$ cat config.mk
export PLATFORM = sky130hd
export DESIGN_NAME = multi_interval_timer
export DESIGN_NICKNAME = d
export VERILOG_FILES = /design/src/rtl/multi_interval_timer_pkg.sv /design/src/rtl/multi_interval_timer_channel.sv /design/src/rtl/multi_interval_timer.sv
export SDC_FILE = /design/constraint.sdc
export NUM_CORES = 1
export LEC_CHECK = 0
export CAP_MARGIN = 20
export CORE_MARGIN = 4
export CORE_UTILIZATION = 60
export CTS_CLUSTER_DIAMETER = 80
export DETAILED_ROUTE_END_ITERATION = 12
export GPL_TIMING_DRIVEN = 0
export PLACE_DENSITY = 0.86
export SLEW_MARGIN = 20
export SYNTH_ARGS = -nofsm -noshare
export SYNTH_HDL_FRONTEND = slang
export SYNTH_SLANG_ARGS = --single-unit
$ cat constraint.sdc
create_clock -name clock -period 7.1 [get_ports clock]
set_clock_uncertainty 0.1 [all_clocks]
set_input_delay 1.42 -clock clock [delete_from_list [all_inputs] [get_ports clock]]
set_output_delay 1.42 -clock clock [all_outputs]
set_load 0.02 [all_outputs]
$ cat src/rtl/multi_interval_timer_pkg.sv
// Shared definitions for the multi-channel interval timer.
//   ch_state_e    : per-channel state (IDLE / RUN / DONE)
//   MODE_*        : encoding of the channel mode bit
//   sat_period()  : interval * unit multiplier, clipped to the counter range
package multi_interval_timer_pkg;

    typedef enum logic [1:0] {
        ST_IDLE = 2'd0,
        ST_RUN  = 2'd1,
        ST_DONE = 2'd2
    } ch_state_e;

    localparam logic MODE_PERIODIC = 1'b0;
    localparam logic MODE_ONESHOT  = 1'b1;

    // Product is formed at 64 bits so it cannot wrap before the clip.
    // count_w is expected to be at most 32.
    function automatic logic [31:0] sat_period(input logic [31:0] interval,
                                               input logic [31:0] mult,
                                               input int          count_w);
        logic [63:0] prod;
        logic [63:0] lim;
        prod = {32'd0, interval} * {32'd0, mult};
        lim  = (64'd1 << count_w) - 64'd1;
        return (prod > lim) ? lim[31:0] : prod[31:0];
    endfunction

endpackage

$ cat src/rtl/multi_interval_timer_channel.sv
// One interval timer channel: period/mode registers, up-counter, state
// machine, registered warn and expire.
//   clock, reset   : system clock, async active-high reset
//   tick           : count strobe
//   cfg_we         : load period/mode from cfg_interval/cfg_oneshot
//   enable         : run enable (low pauses the channel)
//   restart        : synchronous restart keeping period and mode
//   count          : current count
//   running        : channel is in RUN
//   warn, expire   : pre-expiry window, one-cycle expiry pulse
//
// state   | meaning
// --------+-----------------------------------------------
// ST_IDLE | not configured or period 0; count held at 0
// ST_RUN  | counting ticks while enabled
// ST_DONE | one-shot has expired; waits for restart/write
module interval_channel
    import multi_interval_timer_pkg::*;
#(
    parameter int INTERVAL_W = 16,
    parameter int COUNT_W    = 21,
    parameter int UNIT_MULT  = 60,
    parameter int WARN_LEAD  = 6
) (
    input  logic                  clock,
    input  logic                  reset,
    input  logic                  tick,
    input  logic                  cfg_we,
    input  logic [INTERVAL_W-1:0] cfg_interval,
    input  logic                  cfg_oneshot,
    input  logic                  enable,
    input  logic                  restart,
    output logic [COUNT_W-1:0]    count,
    output logic                  running,
    output logic                  warn,
    output logic                  expire
);

    localparam logic [COUNT_W-1:0] CNT_ONE = COUNT_W'(1);
    localparam logic [COUNT_W-1:0] LEAD    = COUNT_W'(WARN_LEAD);

    ch_state_e            state_q, state_d;
    logic [COUNT_W-1:0]   count_q, count_d;
    logic [COUNT_W-1:0]   period_q, period_d;
    logic                 oneshot_q, oneshot_d;
    logic                 warn_q, warn_d;
    logic                 expire_q, expire_d;
    logic [COUNT_W-1:0]   p_new;

    assign p_new = COUNT_W'(sat_period(32'(cfg_interval), 32'(UNIT_MULT), COUNT_W));

    always_ff @(posedge clock or posedge reset) begin
        if (reset) begin
            state_q   <= ST_IDLE;
            count_q   <= '0;
            period_q  <= '0;
            oneshot_q <= MODE_PERIODIC;
            warn_q    <= 1'b0;
            expire_q  <= 1'b0;
        end else begin
            state_q   <= state_d;
            count_q   <= count_d;
            period_q  <= period_d;
            oneshot_q <= oneshot_d;
            warn_q    <= warn_d;
            expire_q  <= expire_d;
        end
    end

    always_comb begin
        state_d   = state_q;
        count_d   = count_q;
        period_d  = period_q;
        oneshot_d = oneshot_q;
        expire_d  = 1'b0;

        if (cfg_we) begin
            period_d  = p_new;
            oneshot_d = cfg_oneshot;
            count_d   = '0;
            state_d   = (enable && p_new != '0) ? ST_RUN : ST_IDLE;
        end else if (restart) begin
            count_d = '0;
            state_d = (period_q != '0) ? ST_RUN : ST_IDLE;
        end else if (tick && enable && state_q == ST_RUN) begin
            if (count_q == period_q - CNT_ONE) begin
                count_d  = '0;
                expire_d = 1'b1;
                if (oneshot_q == MODE_ONESHOT) begin
                    state_d = ST_DONE;
                end
            end else begin
                count_d = count_q + CNT_ONE;
            end
        end

        // Evaluated on next-state values so warn lands on the same edge as
        // count; short periods (<= lead) keep warn up for all of RUN except
        // the expiry cycle.
        warn_d = (state_d == ST_RUN) && !expire_d
                 && ((period_d <= LEAD) || (count_d >= period_d - LEAD))
                 && (count_d <= period_d - CNT_ONE);
    end

    assign count   = count_q;
    assign running = (state_q == ST_RUN);
    assign warn    = warn_q;
    assign expire  = expire_q;

endmodule

$ cat src/rtl/multi_interval_timer.sv
// Multi-channel interval timer: NUM_CH independent interval_channel
// instances sharing one tick, with a channel-addressed config write port
// and a combinational count readback mux.
//   clock, reset                         : system clock, async active-high reset
//   tick                                 : 1 Hz count strobe
//   cfg_we/cfg_ch/cfg_interval/cfg_oneshot : per-channel period/mode write
//   ch_enable, ch_restart                : per-channel run enable / restart
//   rd_ch, rd_count                      : count readback
//   running, warn, expire                : per-channel status
module multi_interval_timer
    import multi_interval_timer_pkg::*;
#(
    parameter int NUM_CH     = 4,
    parameter int INTERVAL_W = 16,
    parameter int COUNT_W    = 21,
    parameter int UNIT_MULT  = 60,
    parameter int WARN_LEAD  = 6
) (
    input  logic                      clock,
    input  logic                      reset,
    input  logic                      tick,
    input  logic                      cfg_we,
    input  logic [$clog2(NUM_CH)-1:0] cfg_ch,
    input  logic [INTERVAL_W-1:0]     cfg_interval,
    input  logic                      cfg_oneshot,
    input  logic [NUM_CH-1:0]         ch_enable,
    input  logic [NUM_CH-1:0]         ch_restart,
    input  logic [$clog2(NUM_CH)-1:0] rd_ch,
    output logic [COUNT_W-1:0]        rd_count,
    output logic [NUM_CH-1:0]         running,
    output logic [NUM_CH-1:0]         warn,
    output logic [NUM_CH-1:0]         expire
);

    localparam int CH_W = $clog2(NUM_CH);

    logic [COUNT_W-1:0] counts [NUM_CH];
    logic [NUM_CH-1:0]  ch_we;

    for (genvar i = 0; i < NUM_CH; i++) begin : g_ch
        assign ch_we[i] = cfg_we && (cfg_ch == CH_W'(i));

        interval_channel #(
            .INTERVAL_W (INTERVAL_W),
            .COUNT_W    (COUNT_W),
            .UNIT_MULT  (UNIT_MULT),
            .WARN_LEAD  (WARN_LEAD)
        ) u_ch (
            .clock        (clock),
            .reset        (reset),
            .tick         (tick),
            .cfg_we       (ch_we[i]),
            .cfg_interval (cfg_interval),
            .cfg_oneshot  (cfg_oneshot),
            .enable       (ch_enable[i]),
            .restart      (ch_restart[i]),
            .count        (counts[i]),
            .running      (running[i]),
            .warn         (warn[i]),
            .expire       (expire[i])
        );
    end

    assign rd_count = counts[rd_ch];

endmodule

* Word-level counts from Yosys, hierarchy flattened *
Index checks and enable logic that the tools add are counted.

storage, ports and cells
  register bits = 188
  input port bits = 33
  output and inout port bits = 33

operators by class
  add/sub/neg operators = 16
  multipliers = 1
  $lt $le $gt $ge = 14
  eq/ne operators = 15
  multiplexer cells = 68
  bitwise logic cells = 1
  reduce and logical (&&, ||, !) cells = 42

operator list
  kind                                                                                count
  21-bit two-way mux                                                                  23
  21-bit by 1-bit subtractor with 21-bit output (second input constant)               8
  21-bit nonzero test                                                                 5
  21-bit by 1-bit adder with 21-bit output (second input constant)                    4
  21-bit equality test                                                                4
  21-bit >= comparator                                                                4
  21-bit less-or-equal comparator                                                     4
  21-bit by 3-bit less-or-equal comparator with 1-bit output (second input constant)  4
  21-bit by 3-bit subtractor with 21-bit output (second input constant)               4
  21-bit binary-select mux with 2-bit select                                          1
  2-bit two-way mux                                                                   20
  1-bit logical AND                                                                   28
  1-bit two-way mux                                                                   24
  22-bit by 21-bit greater-than comparator with 1-bit output (second input constant)  1
  16-bit by 4-bit multiplier with 20-bit output (second input constant)               1
  2-bit by 1-bit equality test with 1-bit output (second input constant)              9
  2-bit equality test (second input constant)                                         2
  1-bit logical NOT                                                                   4
  1-bit logical OR                                                                    4
  3-bit >= comparator (second input constant)                                         1
  2-bit NOT with 3-bit output                                                         1
  2-bit logical NOT                                                                   1

* Depth between registers and ports, before layout *
  depth in word-level cells = 11
  depth in mapped cells = 33
  depth with buffers taken out = 30

* Cells and area by module *
A second synthesis with hierarchy kept.

second synthesis, totals
  cells, all modules = 3180
  area, all modules = 26867.0 sq um

modules (own cells, without submodules)
  module                            times used  cells each  area each (sq um)  sequential area each (sq um)
  interval_channel at g_ch[0].u_ch  1           797         6638.9             1176.1
  interval_channel at g_ch[1].u_ch  1           797         6613.8             1176.1
  interval_channel at g_ch[2].u_ch  1           761         6550.0             1176.1
  interval_channel at g_ch[3].u_ch  1           796         6523.8             1176.1
  multi_interval_timer              1           29          540.5              0.0

* Least setup slack after synthesis *
OpenSTA, ideal clock, no wires.

  kind = input to register
  from = in cfg_interval[6]
  to = reg g_ch[3].u_ch.warn_q
  arrival time = 7.610 ns
  setup slack = -0.704 ns
  cell stages on the path = 30
  cells stage by stage = inv_1 > fa_1 > fa_1 > inv_1 > ha_1 > buf_2 > a21o_1 > a221o_1 > a21oi_4 > nand4_2 > nand2_2 > buf_2 > buf_2 > buf_1 > nor2_1 > a21oi_1 > ha_1 > nand2_1 > nor4_1 > and3_1 > clkbuf_1 > xnor2_1 > ha_1 > nand4_1 > nor2_1 > a2111oi_0 > o21ai_0 > a21oi_1 > o32ai_1 > a211oi_1

between the ends
  longest elaborated chain between the ends = 11
  elaborated cells on any way between the ends = 18
  classes of those cells = add/sub: 2; mul: 1; order compare: 4; eq/ne: 1; mux: 4; reduce/logical: 6

RTL lines
  what                                                                                   line                                 RTL
  start: declaration                                                                     multi_interval_timer.sv:24           input logic [INTERVAL_W-1:0] cfg_interval,
  16-bit by 4-bit multiplier with 20-bit output (*)                                      multi_interval_timer_pkg.sv:23       prod = {32'd0, interval} * {32'd0, mult};
  22-bit by 21-bit greater-than comparator with 1-bit output                             multi_interval_timer_pkg.sv:25       return (prod > lim) ? lim[31:0] : prod[31:0];
  21-bit two-way mux (*)                                                                 multi_interval_timer_pkg.sv:25
  branches (longest 7 deep; another with 21-bit by 3-bit subtractor with 21-bit output)  --
  1-bit logical AND (*)                                                                  multi_interval_timer_channel.sv:102  && (count_d <= period_d - CNT_ONE);
  via g_ch[3].u_ch.warn_d                                                                multi_interval_timer_channel.sv:46   logic warn_q, warn_d;
  end signal: assignment                                                                 multi_interval_timer_channel.sv:65   warn_q <= warn_d;
  end: declaration                                                                       multi_interval_timer_channel.sv:46

Mark *: on every way through the listed nets, which the timed path passes.
A chain may end at the register's enable or synchronous reset.

* Final worst setup path *
  from = in cfg_interval[11]
  to = reg g_ch[0].u_ch.warn_q

between the ends
  longest elaborated chain between the ends = 11
  elaborated cells on any way between the ends = 18
  classes of those cells = add/sub: 2; mul: 1; order compare: 4; eq/ne: 1; mux: 4; reduce/logical: 6

RTL lines
  what                                                                                   line
  16-bit by 4-bit multiplier with 20-bit output (*)                                      multi_interval_timer_pkg.sv:23
  22-bit by 21-bit greater-than comparator with 1-bit output                             multi_interval_timer_pkg.sv:25
  21-bit two-way mux (*)                                                                 multi_interval_timer_pkg.sv:25
  branches (longest 7 deep; another with 21-bit by 3-bit subtractor with 21-bit output)  --
  1-bit logical AND (*)                                                                  multi_interval_timer_channel.sv:102
  via g_ch[0].u_ch.warn_d                                                                multi_interval_timer_channel.sv:46
  end signal: assignment                                                                 multi_interval_timer_channel.sv:65
  end: declaration                                                                       multi_interval_timer_channel.sv:46

Marks and branches as above.

==> flow_summary.yaml <==
yosys:
  synth_xor_xnor_area_share_pct: 15.2
  async_flop_share_pct: 100
  synth_top_family_by_area: "simple AND/OR/NAND/NOR gates"
  synth_area_um2: 20600
  synth_compound_area_share_pct: 14.8
  synthesis.nets: 2752
  synthMuxAreaShare_pct: 3.13
  synth_ff_type: "dfrtp_1"
  postSynthAreaPerCell_um2: 8.35
  ys_seq_area_share_pct: 22.8
  synth-seq-cells: 188
  synth.area.top_cells: "dfrtp_1 23%, ha_1 13%, xnor2_1 8.5%"
  yosysUniqueCellTypes: 86
  synth_edf_count: 0
  synth_adder_area_share_pct: 16.2
  yosysTopAreaCell: "dfrtp_1"
  synthCells: 2469
  synth_top_area_share_pct: 22.8
  yosys_warnings: 0
  synthSimpleGateAreaFrac_pct: 22.9
routing:
  first_pass_iters: 7
  first_iter_violations: 3123
  routed_wl_um: 86100
  drtAntennaViolNets: 0
  routedWlPerCell_um: 27.2
  wl_met3_um: 10100
  drt-met1-wl_um: 31200
  drc: 0
  wl_met2_um: 37400
  viasPerCell: 6.90
  routed-via-count: 21800
  routed.top_layer: "met5"
timing:
  post-route-period-util_pct: 107
  fin_crit_ns: 7.59
  fmax_mhz: 132
  tightestPinTransition_ns: 1.20
  slew_headroom_pct: 20.3
  finalMaxSlewViolations: 0
  setup_violations: 4
  rsz0062_at_grt: "yes"
  layout_setup_ws_ns: -0.489
  hold_viol_final: 0
  fin_setup_tns_ns: -1.56
die:
  row_count: 67
  io_pins: 66
  die_area_um2: 37400
  fp.dieH_um: 193
  start_util_pct: 61.2
  dieWidth_um: 193
  fp.coreArea_um2: 33700
layout:
  final_cell_mix: "230 x nor2_1, 199 x ha_1, 188 x nand2_1, 188 x dfrtp_1, 187 x xnor2_1"
  fin_nets: 2984
  layout_commonest_cell: "nor2_1"
  post-route-util_pct: 74.8
  area_growth_pct: 22.3
  drive_above_1_share_pct: 18.1
power_and_ir_drop:
  p_total_mw: 7.18
  pwr-share-clk_pct: 13.9
  power_frac_comb_pct: 64.7
  p_seq_share_pct: 21.4
  p_leak_nw: 10.8
  p_per_area_nw_per_um2: 285
  p_int_mw: 3.50
  vdd_drop_max_uv: 208
  switching_share_pct: 51.2
  power.switching_mw: 3.68
clock_network:
  cts_buffers: 17
  cts_hold_buf: 0
  cts-root-buf: "clkbuf_16"
  cts_buffer_depth: 2
  cts.sinks: 188
  path_clk_slew_ns: 0.08
  clock_latency_ns: 0.47
  cts_max_level: 4
  cts_tree: "yes"
placement:
  portBuffers: 65
  gp_congestion: 1.02
  dp_hpwl_um: 61000
worst_setup_path:
  start_kind: "input pin"
  slowest_delay_ns: 0.53
  endpoint_kind: "flop"
  cp.required_ns: 7.39
  path_class: "input pin to flop"
  crit_fanout: 10
  r2r-start: "g_ch[0].u_ch.period_q[1]"
  startpoint: "cfg_interval[11]"
  cpMaxStageDelayCell: "fa_1"
  crit_arrival_ns: 7.88
global_route:
  grt_antenna_before_repair: 3
  grt_start_max_net_pins: 79
  grt_pass1_wl_um: 125000
  grt_overflow: 0
  grt_usage_pct: 42.8
  grt_pass1_vias: 20900
status:
  outcome: "finished with violations"
  violations: "setup timing"
min_path:
  hp-start: "g_ch[2].u_ch.oneshot_q"
  hp-class: "flop to flop"
job:
  max-cap-violations: 0
state kept, by name, indices dropped and copies added, names as in the netlist:
signal,flops
g_ch.u_ch.warn,4
g_ch.u_ch.expire,4
g_ch.u_ch.count,84
g_ch.u_ch.state_q,8
g_ch.u_ch.oneshot_q,4
g_ch.u_ch.period_q,84
synth_stat cells, types with 12 or more instances:
cell type and instances:
a211oi_1 22, a21o_1 56, a21oi_1 111, a31oi_1 42, and2_1 16, and3_1 36, buf_1 16, buf_4 15
clkbuf_1 85, dfrtp_1 188, fa_1 29, ha_1 221, inv_1 124, mux2i_1 15, mux4_2 21, nand2_1 193
nand2b_1 19, nand3_1 79, nand3b_1 15, nand4_1 80, nor2_1 242, nor2b_1 22, nor3_1 71, nor4_1 48
o21a_1 35, o21ai_0 65, o21ai_1 19, o22ai_1 12, or2_2 17, or4_1 14, xnor2_1 200, xor2_1 157
worst paths after layout:
path / end / slack [ns] / cells past startpoint
worst max-delay path: g_ch[0].u_ch.warn / -0.49 / 30
min in group asynchronous: g_ch[0].u_ch.count[7] / 1.30 / 2
worst min-delay path: g_ch[2].u_ch.oneshot_q / 0.39 / 2
worst min register to register: g_ch[2].u_ch.oneshot_q / 0.39 / 2
max in group asynchronous: g_ch[1].u_ch.period_q[16] / 4.79 / 3
worst max register to register: g_ch[0].u_ch.warn / 0.68 / 23
critical path, delay by kind of cell:
family                     cells  cell delay [ns]
AOI/OAI and AO/OA             12             2.31
adders and majority gates      4             1.60
buffers and inverters          9             1.55
and+or+nand+nor                4             0.79
xor gates and xnor gates       1             0.20
cell families after synthesis:
| kind of cell | count (synthesis) |
|---|---|
| AOI/OAI and AO/OA | 463 |
| xor gates and xnor gates | 357 |
| adders and majority gates | 250 |
| buffers and inverters | 252 |
| DFF | 188 |
| muxes | 38 |
| and+or+nand+nor | 921 |
power groups by stage:
stage	registers, mW	clock network, mW	logic, mW
after CTS	1.51	0.986	4.09
after global placement	1.52	0	3.42
after detailed placement	1.53	0	3.55
final	1.54	0.998	4.64
after floorplan	1.44	0	2.46
after global routing	1.55	1.03	4.84
per-layer routing:
layer / vias to the layer above / global-route usage, %
met1: 10300 / 53.7
met3: 521 / 9.90
li1: 9269 / -
met5: - / 0
met2: 1702 / 66.3
met4: 4 / 28.3
metrics by stage:
| stage | hold WS, ns | instances | worst slack, ns | area (um^2) |
|---|---|---|---|---|
| 2_1_floorplan | 0.337 | 2469 | -0.196 | 20800 |
| 3_3_place_gp | 0.356 | 2982 | -2.62 | 22000 |
| 6_report | 0.390 | 3166 | -0.489 | 25200 |
| 5_1_grt | 0.413 | 3162 | -0.762 | 25200 |
| 4_1_cts | 0.385 | 3116 | -0.349 | 24500 |
| 3_5_place_dp | 0.370 | 2987 | -2.83 | 22100 |
layout make-up:
class	count	area, um^2
Multi-Input combinational cell	2029	16300
Fill cell	2394	8500
Sequential cell	188	4700
Timing Repair Buffer	219	1940
Buffer	121	644
Tap cell	448	561
Inverter	125	494
Clock buffer	19	453
Clock inverter	13	130
Antenna cell	4	10.0
timing repair:
item	CTS	global route
buffers inserted	102	49
resized for setup	259	89
setup endpoints to repair	11	4
pin swaps	99	98
Power figures use the tool's default switching activity.
